<file path="config.mk">
export PLATFORM = sky130hd
export DESIGN_NAME = serial_subtractor
export DESIGN_NICKNAME = d
export VERILOG_FILES = /design/src/rtl/serial_sub_pkg.sv /design/src/rtl/full_subtractor.sv /design/src/rtl/serial_subtractor.sv
export SDC_FILE = /design/constraint.sdc
export NUM_CORES = 1
export LEC_CHECK = 0
export CAP_MARGIN = 25
export CORE_ASPECT_RATIO = 1.25
export CORE_UTILIZATION = 47
export CTS_BUF_LIST = sky130_fd_sc_hd__clkbuf_4 sky130_fd_sc_hd__clkbuf_8
export DETAILED_ROUTE_END_ITERATION = 7
export GPL_ROUTABILITY_DRIVEN = 0
export GPL_TIMING_DRIVEN = 0
export HOLD_SLACK_MARGIN = 0.1
export PLACE_DENSITY = 0.88
export SKIP_LAST_GASP = 1
export SYNTH_ARGS = -nofsm -noshare
export SYNTH_HDL_FRONTEND = slang
export SYNTH_SLANG_ARGS = --single-unit
export TNS_END_PERCENT = 1
</file>
<file path="constraint.sdc">
create_clock -name clk -period 1.61 [get_ports clk]
set_clock_uncertainty 0.05 [all_clocks]
set_input_delay 0.322 -clock clk [delete_from_list [all_inputs] [get_ports clk]]
set_output_delay 0.322 -clock clk [all_outputs]
set_load 0.005 [all_outputs]
</file>
<file path="src/rtl/serial_sub_pkg.sv">
// Shared types and constants for the bit-serial subtractor.
// Latency: n/a (declarations only).
// Backpressure: n/a.
//
// Contents:
//   DEFAULT_WIDTH - default operand/result width
//   state_t       - control FSM state encoding (IDLE, SHIFT, DONE)
//   cnt_width()   - bit-counter width for a given operand width
package serial_sub_pkg;

    localparam int DEFAULT_WIDTH = 8;

    typedef enum logic [1:0] {
        IDLE  = 2'd0,
        SHIFT = 2'd1,
        DONE  = 2'd2
    } state_t;

    // Counter only has to reach WIDTH-1, so $clog2(WIDTH) bits suffice.
    // The max() guards the degenerate case so the vector never collapses to 0 bits.
    function automatic int cnt_width(input int w);
        return (w > 1) ? $clog2(w) : 1;
    endfunction

endpackage

</file>
<file path="src/rtl/full_subtractor.sv">
// One-bit full subtractor cell: x - y - bin.
// Latency: purely combinational, zero cycles.
// Backpressure: none (no state).
//
// Ports:
//   x    - minuend bit
//   y    - subtrahend bit
//   bin  - borrow in
//   d    - difference bit
//   bout - borrow out
module full_subtractor (
    input  logic x,
    input  logic y,
    input  logic bin,
    output logic d,
    output logic bout
);

    assign d    = x ^ y ^ bin;
    // Borrow when y beats x outright, or when they tie and a borrow is already pending.
    assign bout = (~x & y) | (~(x ^ y) & bin);

endmodule

</file>
<file path="src/rtl/serial_subtractor.sv">
// Bit-serial subtractor: {bout,diff} = a - b - bin, one bit per clock, LSB first.
// Latency: done_valid rises exactly WIDTH edges after the edge that accepts operands.
// Backpressure: start_ready low while busy; result held in DONE until done_ready.
//
// Ports:
//   clk, rst                 - clock, asynchronous active-high reset
//   start_valid/start_ready  - operand handshake (a, b, bin sampled on accept)
//   a, b, bin                - minuend, subtrahend, borrow-in
//   diff, bout               - registered result, retained until the next completion
//   done_valid/done_ready    - result handshake
//   busy                     - high in SHIFT or DONE
module serial_subtractor
    import serial_sub_pkg::*;
#(
    parameter int WIDTH = DEFAULT_WIDTH   // legal range 2..32
) (
    input  logic             clk,
    input  logic             rst,
    input  logic             start_valid,
    output logic             start_ready,
    input  logic [WIDTH-1:0] a,
    input  logic [WIDTH-1:0] b,
    input  logic             bin,
    output logic [WIDTH-1:0] diff,
    output logic             bout,
    output logic             done_valid,
    input  logic             done_ready,
    output logic             busy
);

    localparam int             CW       = cnt_width(WIDTH);
    localparam logic [CW-1:0]  LAST_BIT = CW'(WIDTH - 1);

    state_t           state_q, state_d;
    logic [CW-1:0]    cnt_q, cnt_d;
    logic [WIDTH-1:0] a_q, a_d;
    logic [WIDTH-1:0] b_q, b_d;
    logic             br_q, br_d;
    logic [WIDTH-1:0] diff_q, diff_d;
    logic             bout_q, bout_d;

    logic             cell_d;
    logic             cell_bout;

    full_subtractor u_cell (
        .x    (a_q[0]),
        .y    (b_q[0]),
        .bin  (br_q),
        .d    (cell_d),
        .bout (cell_bout)
    );

    // Next-state and output logic.
    // The minuend register doubles as the result shift register: each consumed
    // LSB of a_q is replaced by a difference bit entering at the MSB, so after
    // WIDTH shifts a_q holds the complete difference.
    always_comb begin
        state_d     = state_q;
        cnt_d       = cnt_q;
        a_d         = a_q;
        b_d         = b_q;
        br_d        = br_q;
        diff_d      = diff_q;
        bout_d      = bout_q;
        start_ready = 1'b0;
        done_valid  = 1'b0;
        busy        = 1'b0;

        case (state_q)
            IDLE: begin
                // Gated by rst so the block never advertises ready while held in reset.
                start_ready = ~rst;
                if (start_valid) begin
                    a_d     = a;
                    b_d     = b;
                    br_d    = bin;
                    cnt_d   = '0;
                    state_d = SHIFT;
                end
            end

            SHIFT: begin
                busy = 1'b1;
                a_d  = {cell_d, a_q[WIDTH-1:1]};
                b_d  = {1'b0,   b_q[WIDTH-1:1]};
                br_d = cell_bout;
                if (cnt_q == LAST_BIT) begin
                    // Counter holds at WIDTH-1 rather than wrapping.
                    diff_d  = {cell_d, a_q[WIDTH-1:1]};
                    bout_d  = cell_bout;
                    state_d = DONE;
                end else begin
                    cnt_d = cnt_q + CW'(1);
                end
            end

            DONE: begin
                busy       = 1'b1;
                done_valid = 1'b1;
                if (done_ready) begin
                    state_d = IDLE;
                end
            end

            default: begin
                state_d = IDLE;
            end
        endcase
    end

    always_ff @(posedge clk or posedge rst) begin
        if (rst) begin
            state_q <= IDLE;
            cnt_q   <= '0;
            a_q     <= '0;
            b_q     <= '0;
            br_q    <= 1'b0;
            diff_q  <= '0;
            bout_q  <= 1'b0;
        end else begin
            state_q <= state_d;
            cnt_q   <= cnt_d;
            a_q     <= a_d;
            b_q     <= b_d;
            br_q    <= br_d;
            diff_q  <= diff_d;
            bout_q  <= bout_d;
        end
    end

    assign diff = diff_q;
    assign bout = bout_q;

endmodule

</file>
* Word level (Yosys, flattened, before mapping)
Index checks and enable logic that the tools add are counted.
Word-level totals: register bits 31, latch bits 0, memory bits (writable) 0, ROM bits 0, output and inout bits 12, word-level logic and storage cells 46, memories 0
Cells by class: add/subtract/negate cells 1, multipliers 0, div/mod/pow operators 0, order comparisons 0, equality and inequality tests 7, shift operators 0, mux-type cells 16, bitwise operators 8, reduce and logical (&&, ||, !) cells 7
Operators with widths (count):
- 8-bit one-hot mux with 2 select lines | 2
- 8-bit two-way mux | 2
- 2-bit != test (second input constant) | 4
- 2-bit two-way mux | 3
- 3-bit two-way mux | 2
- 2-bit one-hot mux with 3 select lines | 1
- 3-bit one-hot mux with 2 select lines | 1
- 3-bit AND reduction | 2
- 1-bit two-way mux | 4
- 2-bit AND reduction | 2
- 3-bit by 1-bit adder with 3-bit output (second input constant) | 1
- 3-bit equality test (second input constant) | 1
- 1-bit inverter | 3
- 1-bit AND | 2
- 2-bit by 1-bit equality test with 1-bit output (second input constant) | 1
- 2-bit equality test (second input constant) | 1
- 2-bit zero test | 1
- 1-bit one-hot mux with 2 select lines | 1
- 2-bit nonzero test | 1
- 2-bit OR reduction | 1
- 1-bit XOR | 2
- 1-bit OR | 1

* Depth between registers and ports, before layout
Gate-level depths: netlist of the first run.
word-level depth 5, mapped depth 7

* Hierarchy
A second synthesis of the first run with hierarchy kept.
Unflattened totals: cell total of the unflattened synthesis 133, area total of the unflattened synthesis 1560.2 µm²
Modules (own cells, without submodules):
- serial_subtractor | instances 1, cells each 129, area each 1529.0 µm², sequential area each 775.7 µm²
- full_subtractor | instances 1, cells each 4, area each 31.3 µm², sequential area each 0.0 µm²

* Worst setup path after synthesis of the first run
Ideal clock, no wire load.
kind reg2reg, start point reg cnt_q[0], end point reg state_q[0], setup time 125 ps, arrival time 1424 ps, data required time 1435 ps, setup slack 11 ps, stages on the path, launching flop included 7, path buffers 1, period minus slack after synthesis 1599 ps, path through dfrtp_1 > ha_1 > ha_1 > buf_4 > inv_2 > a221oi_4 > mux2_4
Between the ends: longest elaborated chain between the ends 3
RTL lines:
- start, declared | line serial_subtractor.sv:35 | logic [CW-1:0] cnt_q, cnt_d;
- start signal, assigned | line serial_subtractor.sv:122 | cnt_q <= cnt_d;
- 3-bit equality test | line serial_subtractor.sv:87 | if (cnt_q == LAST_BIT) begin
- 2-bit != test (no line)
- 3-bit AND reduction (no line)
- end signal, assigned | line serial_subtractor.sv:121 | state_q <= state_d;
- end, declared | line serial_subtractor.sv:34 | state_t state_q, state_d;
Every way passes these cells. A chain may end at the register's enable or synchronous reset.

* Final worst setup path of the first run
start point reg state_q[0], end point out start_ready
Between the ends: longest elaborated chain between the ends 2
RTL lines:
- 2-bit zero test | line serial_subtractor.sv:69 | case (state_q)
- 1-bit two-way mux | line serial_subtractor.sv:69
- end, declared | line serial_subtractor.sv:20 | output logic start_ready,
Every way passes these cells.

==> summary.md, run 1 <==
| Metric | Value |
|---|---|
| Die Ht | 66.29 um |
| Leak Pwr | 1.025 nW |
| Critical Path Start Type | flop |
| Number of clock sinks | 31 |
| CTS root buf | clkbuf_8 |
| Cells after Synth | 134 |
| First-pass GRT wire length | 5.457 mm |
| DP HPWL | 2.325 mm |
| Worst slew margin | 59.90% |
| Setup violators final | 26 |
| Area of the mapped netlist | 1554 sq um |
| Via-per-instance ratio | 5.206 |
| Max H-tree Level | 2 |
| Final worst-path setup slack | -103.8 ps |
| Seq cells post-synth | 31 |
| Fin util | 69.41% |
| Fmax | 583.5 MHz |
| Type of the worst min-delay path | primary input to asynchronous set/reset pin |
| Post-synthesis xor/xnor area fraction | 0% |
| Wirelength per Cell | 15.48 um |
| Initial Util | 49.09% |
| Worst Path Required | 1240 ps |
| Failing checks | setup timing |
| Post-synthesis area per instance | 11.60 sq um |
| Routed vias | 1161 |
| CTS Buf Count | 5 |
| RSZ-0062 raised after global routing | true |
| Simple-gate share of the synthesized area | 8.132% |
| Die X | 53.43 um |
| Number of top-level pins | 33 |
| Peak VDD IR | 1371 uV |
| All-Layer GR Usage | 22.21% |
| Adder-cell share of the synthesized area | 6.924% |
| Worst setup EP type | output port |
| Fin. max-slew vios | 0 |
| Seq/Total Area, Yosys | 49.92% |
| Crit path max fanout | 3 |
| Share of layout cells above drive strength 1 | 26.88% |
| Worst slew pin tran | 600.9 ps |
| Residual DRC count | 0 |
| Synthesis warning total | 0 |
| WP buf/inv | 2 |
| Final period utilization | 106.4% |
| Area Growth Syn to Fin | 41.39% |
| CP max stage delay | 420 ps |
| Fin crit period | 1714 ps |
| Cell family contributing the most delay on the critical path | flip-flops |
| Clock-pin slew on the worst setup and hold paths | 60 ps |
| GRT overflow | 0 |
| Synth Area in Compound Gates | 10.14% |
| Vias in the first global route | 1143 |
| Largest family of logic cells by synthesized area | multiplexers |
| CP max stage cell | dfrtp_1 |
| Initial DRC Count | 13 |
| Diodes inserted | 0 |
| Max_cap viols | 0 |
| Maximum clock insertion buffer count | 2 |
| Worst path cell trace | inv_2 > ha_4 > nor2b_1 > dlygate4sd2_1 |
| Area after DPL | 1948 sq um |
| Rows | 23 |
| Post-DRT Antenna Nets | 0 |
| Cell Pwr Density | 1834 nW/um^2 |
| Worst-Skew Late Latency | 290 ps |
| Antenna violations before repair | 0 |
| CP Class | flop to output port |
| CTS tree | yes |
| Final instance area | 2197 sq um |
| Pre-antenna DRT Iters | 4 |
| Mapped Nets | 163 |
| Routed wire length | 3.453 mm |
| Pin count of the biggest net entering global routing | 19 |
| Core area | 3166 sq um |
| Cell variety after synth | 23 |
| Final Hold Viols | 0 |
| Outcome | complete, but fails checks |
| Die footprint | 3542 sq um |
| Data arrival, critical path | 1340 ps |
| Multiplexer share of the synthesized area | 19.48% |
| Final nets | 214 |
| # port buffers | 32 |
[layer usage]
metal	part of all wire (%)	vias up	wire length [um]	track usage (%)
met5	0	-	0	0
met4	2.3	0	79	10.53
met3	3.4	9	117	5.747
met2	53	25	1846	36.56
met1	41	566	1409	26.26
li1	-	561	-	-
[cell families after synthesis]
family / count (synthesis)
buf+inv: 15
flops: 31
compound gates: 25
mux: 27
fa+ha+maj: 8
simple gates: 28
[placed cells by master, fill, tap and decap left out, drive strengths merged]
cell | synthesis | layout
a221oi | 1 | 1
a22o | 3 | 3
and2b | 1 | 1
buf | 6 | 18
clkbuf | 1 | 8
clkdlybuf4s15 | 0 | 1
clkdlybuf4s50 | 0 | 29
clkinv | 0 | 1
dfrtp | 31 | 31
dlygate4sd2 | 0 | 2
fa | 1 | 1
ha | 7 | 7
inv | 8 | 8
mux2 | 10 | 10
mux2i | 17 | 17
nand2 | 22 | 22
nand2b | 3 | 3
nor2b | 1 | 1
o21ai | 21 | 21
or2 | 1 | 1
[Yosys cell counts, drive strengths merged]
master,n,area share (%)
dfrtp,31,50
mux2,10,7.7
nand2,22,5.5
and2b,1,0.64
nand2b,3,1.2
or2,1,0.40
ha,7,5.6
fa,1,1.3
mux2i,17,12
a221oi,1,1.7
buf,6,3.0
nor2b,1,0.40
o21ai,21,6.8
a22o,3,1.7
clkbuf,1,0.48
inv,8,1.9
[metrics by stage]
step | hold WS, ps | setup slack, ps | cells | total power, mW | setup TNS [ps]
CTS | 414.1 | -137.6 | 216 | 3.777 | -3314
detailed placement | 423.9 | -227.9 | 204 | 3.066 | -3562
floorplan | 375.5 | 11.39 | 134 | 2.491 | 0
global route | 457.4 | -166.2 | 223 | 4.335 | -3104
global placement | 412.2 | -177.3 | 203 | 2.925 | -6234
finish | 397.1 | -103.8 | 223 | 4.030 | -1035
[state kept, by name (all words and copies together), names as in the netlist]
name and count:
cnt_q 3, diff 8, a_q 8, bout 1, br_q 1, b_q 8, state_q 2
[worst reg2reg max path, cell delays in order (launching register included)]
cell and delay, ps:
dfrtp_1 420, buf_6 140, ha_2 180, buf_6 130
a221oi_4 340, mux2_4 330
[power by group]
part | switching (mW) | total [mW] | leakage (nW) | internal (mW)
clock | 0.274 | 0.610 | 0.0491 | 0.336
combinational | 0.943 | 2.09 | 0.575 | 1.15
sequential | 0.221 | 1.33 | 0.400 | 1.11
[final timing paths]
path	startpoint	to	slack (ps)	cells after the start
setup / recovery	state_q[0]	start_ready	-100	4
hold / removal	rst	cnt_q[0]	400	2
setup reg to reg	state_q[0]	state_q[0]	-100	5
hold reg to reg	br_q	br_q	440	2
max in group asynchronous	rst	diff[4]	610	3
min in group clk	br_q	br_q	440	2
[final cells by class]
cell class	count	area, sq um
timing repair buffer	44	447.9
sequential	31	775.7
buffer	7	63.81
fill	216	968.4
tap	37	46.29
clock inverter	1	5.005
clock buffer	7	83.83
inverter	8	32.53
multi-input combinational	88	742.0
[timing repair]
item	CTS	global route
gates resized for setup	9	14
hold buffers	0	0
pin swaps	0	3
setup buffers	4	7
setup endpoints to repair	31	33
No activity file was read; power rests on OpenSTA's default activity.
==> run 2: changes to the inputs <==
- SYNTH_HIERARCHICAL: not set -> 1
==> summary.md, run 2 <==
| Metric | Value |
|---|---|
| Pin count of the biggest net entering global routing | 17 (-2) |
| Critical Path Start Type | flop |
| CP Class | flop to flop |
| Commonest non-fill, non-tap cells in the layout | 31 x dfrtp_1, 29 x clkdlybuf4s50_1, 20 x nand2_1 |
| Peak VDD IR | 1232 uV (-10%) |
| Data arrival, critical path | 1800 ps (+460 ps) |
| Cell variety after synth | 23 (unchanged) |
| Residual DRC count | 0 (unchanged) |
| Area after DPL | 1954 sq um (+0.32%) |
| Maximum clock insertion buffer count | 2 (unchanged) |
| Commonest cells in the synthesized netlist | 31 x dfrtp_1, 20 x nand2_1, 17 x o21ai_0, 16 x mux2i_1, 9 x mux2_2 |
| Largest cells by area after synthesis | dfrtp_1 50%, mux2i_1 10%, mux2_2 6.5% |
| Synthesis warning total | 6 (+6) |
| Seq/Total Area, Yosys | 49.72% (-0.20 points) |
| Final instance area | 2210 sq um (+0.57%) |
| CTS tree | yes |
| Cts hold-fix bufs | 0 (unchanged) |
| Seq cells post-synth | 31 (unchanged) |
| Crit path max fanout | 5 (+2) |
| Setup violators final | 17 (-35%) |
| Post-synthesis area per instance | 11.73 sq um (+1.2%) |
| Final hold slack | 434.1 ps (+37.05 ps) |
| Max_cap viols | 0 (unchanged) |
| Pre-CTS setup slack | -225.5 ps (+2.353 ps) |
| Vias in the first global route | 1267 (+11%) |
| Routed wire length | 3.542 mm (+2.6%) |
| Synth top area share | 49.72% (-0.20 points) |
| Cell Pwr Density | 1823 nW/um^2 (-0.64%) |
| Fin crit period | 1676 ps (-37.96 ps) |
| Worst slew margin | 53.83% (-6.1 points) |
| Clock-pin slew on the worst setup and hold paths | 60 ps (about the same) |
| Cells after Synth | 133 (-0.75%) |
| Number of top-level pins | 33 (unchanged) |
| Mapped Nets | 162 (-0.61%) |
| Fillers | 231 (+6.9%) |
| DP HPWL | 2.365 mm (+1.8%) |
| Worst-Skew Late Latency | 290 ps (about the same) |
| CTS root buf | clkbuf_8 |
| Antenna violations before repair | 0 (unchanged) |
| Type of the worst min-delay path | primary input to asynchronous set/reset pin |
| Commonest non-fill, non-tap cell in the layout | dfrtp_1 |
| Via-per-instance ratio | 5.168 (-0.73%) |
| Worst slew pin tran | 691.7 ps (+90.85 ps) |
| RSZ-0062 raised after global routing | true |
| Wirelength per Cell | 15.67 um (+1.2%) |
| Rows | 23 (unchanged) |
| Async set-or-reset flop fraction in the synthesized netlist | 100.0% (unchanged) |
| # port buffers | 32 (unchanged) |
| Design Power | 4.027 mW (about the same) |
| First-pass GRT wire length | 5.616 mm (+2.9%) |
| Leak Pwr | 1.033 nW (+0.80%) |
| Share of layout cells above drive strength 1 | 29.63% (+2.7 points) |
| Initial DRC Count | 11 (-2) |
| Pre-antenna DRT Iters | 4 (unchanged) |
| Final worst-path setup slack | -65.83 ps (+37.96 ps) |
| Area Growth Syn to Fin | 41.62% |
| Final period utilization | 104.1% (-2.4 points) |
| R2R cell count | 6 (+1) |
| Worst setup EP type | flop |
| Failing checks | setup timing |
| Count leader, synth | dfrtp_1 |
| EDFF count, synth | 0 (unchanged) |
| Die Ht | 66.42 um (+0.19%) |
| Final nets | 217 (+1.4%) |
| Die X | 53.54 um (+0.20%) |
| Number of clock sinks | 31 (unchanged) |
| CTS Buf Count | 5 (unchanged) |
| Synth area leader | dfrtp_1 |
| Final Hold Viols | 0 (unchanged) |
| Diodes inserted | 0 (unchanged) |
| Fmax | 596.7 MHz (+2.3%) |
| Routed vias | 1168 (+0.60%) |
| Post-DRT Antenna Nets | 0 (unchanged) |
| All-Layer GR Usage | 23.38% (+1.2 points) |
| Worst Path Required | 1730 ps (+490 ps) |
| Core area | 3194 sq um (+0.91%) |
| Initial Util | 48.84% (-0.25 points) |
| Post-synth top flop | dfrtp_1 |
| Fin. max-slew vios | 0 (unchanged) |
| Die footprint | 3556 sq um (+0.39%) |
| Outcome | complete, but fails checks |
| Max H-tree Level | 2 (unchanged) |
| Area of the mapped netlist | 1560 sq um (+0.40%) |
| GRT overflow | 0 (unchanged) |
-- run 2: worst paths after layout --
| check | startpoint | endpoint | slack (ps) |
|---|---|---|---|
| setup / recovery | cnt_q[0] | state_q[0] | -70 |
| max in group asynchronous | rst | diff[4] | 560 |
| setup reg to reg | cnt_q[0] | state_q[0] | -70 |
| hold reg to reg | b_q[4] | b_q[4] | 430 |
| min in group clk | b_q[4] | b_q[4] | 430 |
| hold / removal | rst | cnt_q[1] | 430 |
-- run 2: final cells by class --
cell class / count / area [sq um] / share of cell area, %
clock buffers: 7 / 83.83 / 3.794
inverters: 8 / 32.53 / 1.472
multi-input cells: 87 / 749.5 / 33.92
well taps: 37 / 46.29 / 2.095
plain buffers: 6 / 56.30 / 2.548
flip-flops and latches: 31 / 775.7 / 35.11
repair buffers: 49 / 460.4 / 20.84
clock inverters: 1 / 5.005 / 0.2265
-- run 2: timing repair --
action,4_1_cts,5_1_grt
pin swaps,2,2
resized for setup,12,8
hold endpoints to repair,0,0
endpoints found under the setup margin,32,34
buffers inserted,12,4
-- run 2: kinds of logic after synthesis --
group	Yosys count	share of synthesized area, %
flops	31	49.72
mux	28	20.13
simple gates	27	7.860
compound gates	24	9.784
buf+inv	15	5.613
fa+ha+maj	8	6.896
-- run 2: worst max-delay path, stage by stage (launching register included) --
cell and delay [ps]:
dfrtp_1 370, ha_2 200, ha_4 120, buf_6 110, inv_4 40, a221oi_4 320
mux2_4 340
-- run 2: report_power, final --
part | total, mW | switching (mW) | internal (mW)
clock | 0.616 | 0.280 | 0.336
combinational | 2.09 | 0.944 | 1.14
sequential | 1.32 | 0.215 | 1.11
total | 4.03 | 1.44 | 2.59
-- run 2: metrics by stage --
| step | utilization (%) | TNS [ps] | instances |
|---|---|---|---|
| 2_1_floorplan | - | 0 | 133 |
| 3_3_place_gp | 60.32 | -5821 | 202 |
| 4_1_cts | 67.41 | -1189 | 222 |
| 3_5_place_dp | 61.18 | -3711 | 203 |
| 5_1_grt | 69.17 | -2515 | 226 |
| 6_report | 69.17 | -570.7 | 226 |
-- run 2: metal layers --
layer	vias up	part of all wire (%)	wire length (um)	global-route usage (%)
met2	31	55	1945	40.31
met4	0	2.7	97	10.53
met5	-	0	0	0
met3	7	4.0	143	7.356
met1	572	38	1356	25.34
li1	558	-	-	-
==> run 3: changes to the inputs <==
--- a/constraint.sdc
+++ b/constraint.sdc
@@ -4,2 +4,2 @@
 set_output_delay 0.322 -clock clk [all_outputs]
-set_load 0.005 [all_outputs]
+set_load 0.02 [all_outputs]
==> summary.md, run 3 (synthesis results as in run 2) <==
| Metric | Value |
|---|---|
| Outcome | complete, but fails checks |
| Failing checks | setup timing |
| Worst setup EP type | output port |
| Crit path max fanout | 4 (-1) |
| Area Growth Syn to Fin | 36.17% |
| Leak Pwr | 0.9829 nW (-4.8%) |
| Vias in the first global route | 1194 (-5.8%) |
| Number of clock sinks | 31 (unchanged) |
| Residual DRC count | 0 (unchanged) |
| Commonest non-fill, non-tap cells in the layout | 31 x dfrtp_1, 29 x clkdlybuf4s50_1, 20 x nand2_1 |
| Worst slew margin | 53.67% (-0.16 points) |
| Critical Path Start Type | flop |
| DP HPWL | 2.365 mm (unchanged) |
| Combinational share of power | 50.5% (-1.4 points) |
| Antenna violations before repair | 0 (unchanged) |
| Pre-CTS setup slack | -329.1 ps (-103.5 ps) |
| Routed wire length | 3.308 mm (-6.6%) |
| Worst Path Required | 1240 ps (-490 ps) |
| Routed vias | 1127 (-3.5%) |
| Power Internal | 2.459 mW (-5.0%) |
| # port buffers | 32 (unchanged) |
| CTS tree | yes |
| GRT overflow | 0 (unchanged) |
| Clock Power Share | 15.7% (+0.4 points) |
| CTS Buf Count | 5 (unchanged) |
| CTS root buf | clkbuf_8 |
| Cell Pwr Density | 1855 nW/um^2 (+1.8%) |
| Sw Ratio | 37.61% (+1.9 points) |
| Initial DRC Count | 19 (+8) |
| All-Layer GR Usage | 22.14% (-1.2 points) |
| Clock-pin slew on the worst setup and hold paths | 60 ps (about the same) |
| Type of the worst min-delay path | primary input to asynchronous set/reset pin |
| RSZ-0062 raised after global routing | true |
| Final hold slack | 432.8 ps (-1.267 ps) |
| Worst-Skew Late Latency | 290 ps (about the same) |
| Core area | 3194 sq um (unchanged) |
| Initial Util | 48.84% (unchanged) |
| Data arrival, critical path | 1310 ps (-490 ps) |
| Commonest non-fill, non-tap cell in the layout | dfrtp_1 |
| Setup_tns | -392.7 ps (+178.1 ps) |
| Final period utilization | 104.4% (+0.33 points) |
| CP Class | flop to output port |
| Rows | 23 (unchanged) |
| Fmax | 594.8 MHz (-0.32%) |
| Switching pwr | 1.482 mW (+3.0%) |
| CP max stage cell | dfrtp_1 |
| Peak VDD IR | 1286 uV (+4.3%) |
| Fillers | 241 (+4.3%) |
| Fin. max-slew vios | 0 (unchanged) |
| Final Hold Viols | 0 (unchanged) |
| Number of top-level pins | 33 (unchanged) |
| Pre-antenna DRT Iters | 4 (unchanged) |
| Maximum clock insertion buffer count | 2 (unchanged) |
| CP max stage delay | 420 ps (+50 ps) |
| Diodes inserted | 0 (unchanged) |
| Fin crit period | 1681 ps (+5.319 ps) |
| Die Ht | 66.42 um (unchanged) |
| Setup violators final | 17 (unchanged) |
| Max_cap viols | 0 (unchanged) |
| Final nets | 208 (-4.1%) |
| Die footprint | 3556 sq um (unchanged) |
| Sequential fraction of design power | 33.8% (+1.0 points) |
| Via-per-instance ratio | 5.194 (+0.49%) |
| Pin count of the biggest net entering global routing | 17 (unchanged) |
| Worst path cell trace | inv_2 > ha_2 > clkdlybuf4s15_2 |
| Final worst-path setup slack | -71.15 ps (-5.319 ps) |
| Max H-tree Level | 2 (unchanged) |
| Worst slew pin tran | 694.2 ps (+2.447 ps) |
| First-pass GRT wire length | 5.326 mm (-5.2%) |
| Share of layout cells above drive strength 1 | 26.67% (-3.0 points) |
| Die X | 53.54 um (unchanged) |
| Wirelength per Cell | 15.24 um (-2.7%) |
| Post-DRT Antenna Nets | 0 (unchanged) |
[run 3: area by class of cell]
type                       count  area [sq um]  area share (%)
buffer                         7         61.31           2.886
clock buffer                   7         83.83           3.946
clock inverter                 1         5.005          0.2356
inverter                       8         32.53           1.531
multi-input combinational     87         726.9           34.22
sequential                    31         775.7           36.51
tap                           37         46.29           2.179
timing repair buffer          39         392.9           18.49
[run 3: timing repair]
item | CTS | global route
hold buffers | 0 | 0
setup buffers | 4 | 2
resized for setup | 15 | 6
setup endpoints to repair | 39 | 42
pin swaps | 1 | 2
[run 3: metrics by stage]
stage | cells | utilization, % | power, mW | area (sq um)
after floorplan | 133 | - | 2.626 | 1560
after CTS | 215 | 65.30 | 3.938 | 2086
after global routing | 217 | 66.51 | 4.224 | 2125
after global placement | 202 | 60.32 | 3.055 | 1927
final | 217 | 66.51 | 3.941 | 2125
after detailed placement | 203 | 61.18 | 3.200 | 1954
[run 3: final timing paths]
check / from / endpoint / slack (ps) / depth (start not counted)
worst max-delay path: state_q[0] / done_valid / -70 / 3
worst min-delay path: rst / cnt_q[1] / 430 / 2
worst max register to register: cnt_q[0] / state_q[0] / -60 / 6
worst min register to register: b_q[4] / b_q[4] / 430 / 2
max in group asynchronous: rst / diff[4] / 550 / 3
min in group clk: b_q[4] / b_q[4] / 430 / 2
[run 3: power by group through the flow]
| stage | clock [mW] | combinational [mW] | sequential, mW |
|---|---|---|---|
| floorplan | 0 | 1.28 | 1.34 |
| global placement | 0 | 1.75 | 1.31 |
| detailed placement | 0 | 1.86 | 1.34 |
| CTS | 0.633 | 1.98 | 1.32 |
| global route | 0.663 | 2.20 | 1.37 |
| finish | 0.619 | 1.99 | 1.33 |
[run 3: worst max-delay path, delay by kind of cell, from the launching register on]
kind,cells,cell delay [ps]
flip-flops,1,420
adder cells (fa/ha/maj),1,220
buffers and inverters,2,390
[run 3: per-layer routing]
metal | part of all wire [%] | track usage, % | routed length [um] | up-vias
li1 | - | - | - | 542
met1 | 39 | 24.59 | 1304 | 551
met2 | 54 | 37.81 | 1793 | 29
met3 | 4.4 | 7.356 | 146 | 5
met4 | 1.9 | 8.882 | 63 | 0
met5 | 0 | 0 | 0 | -
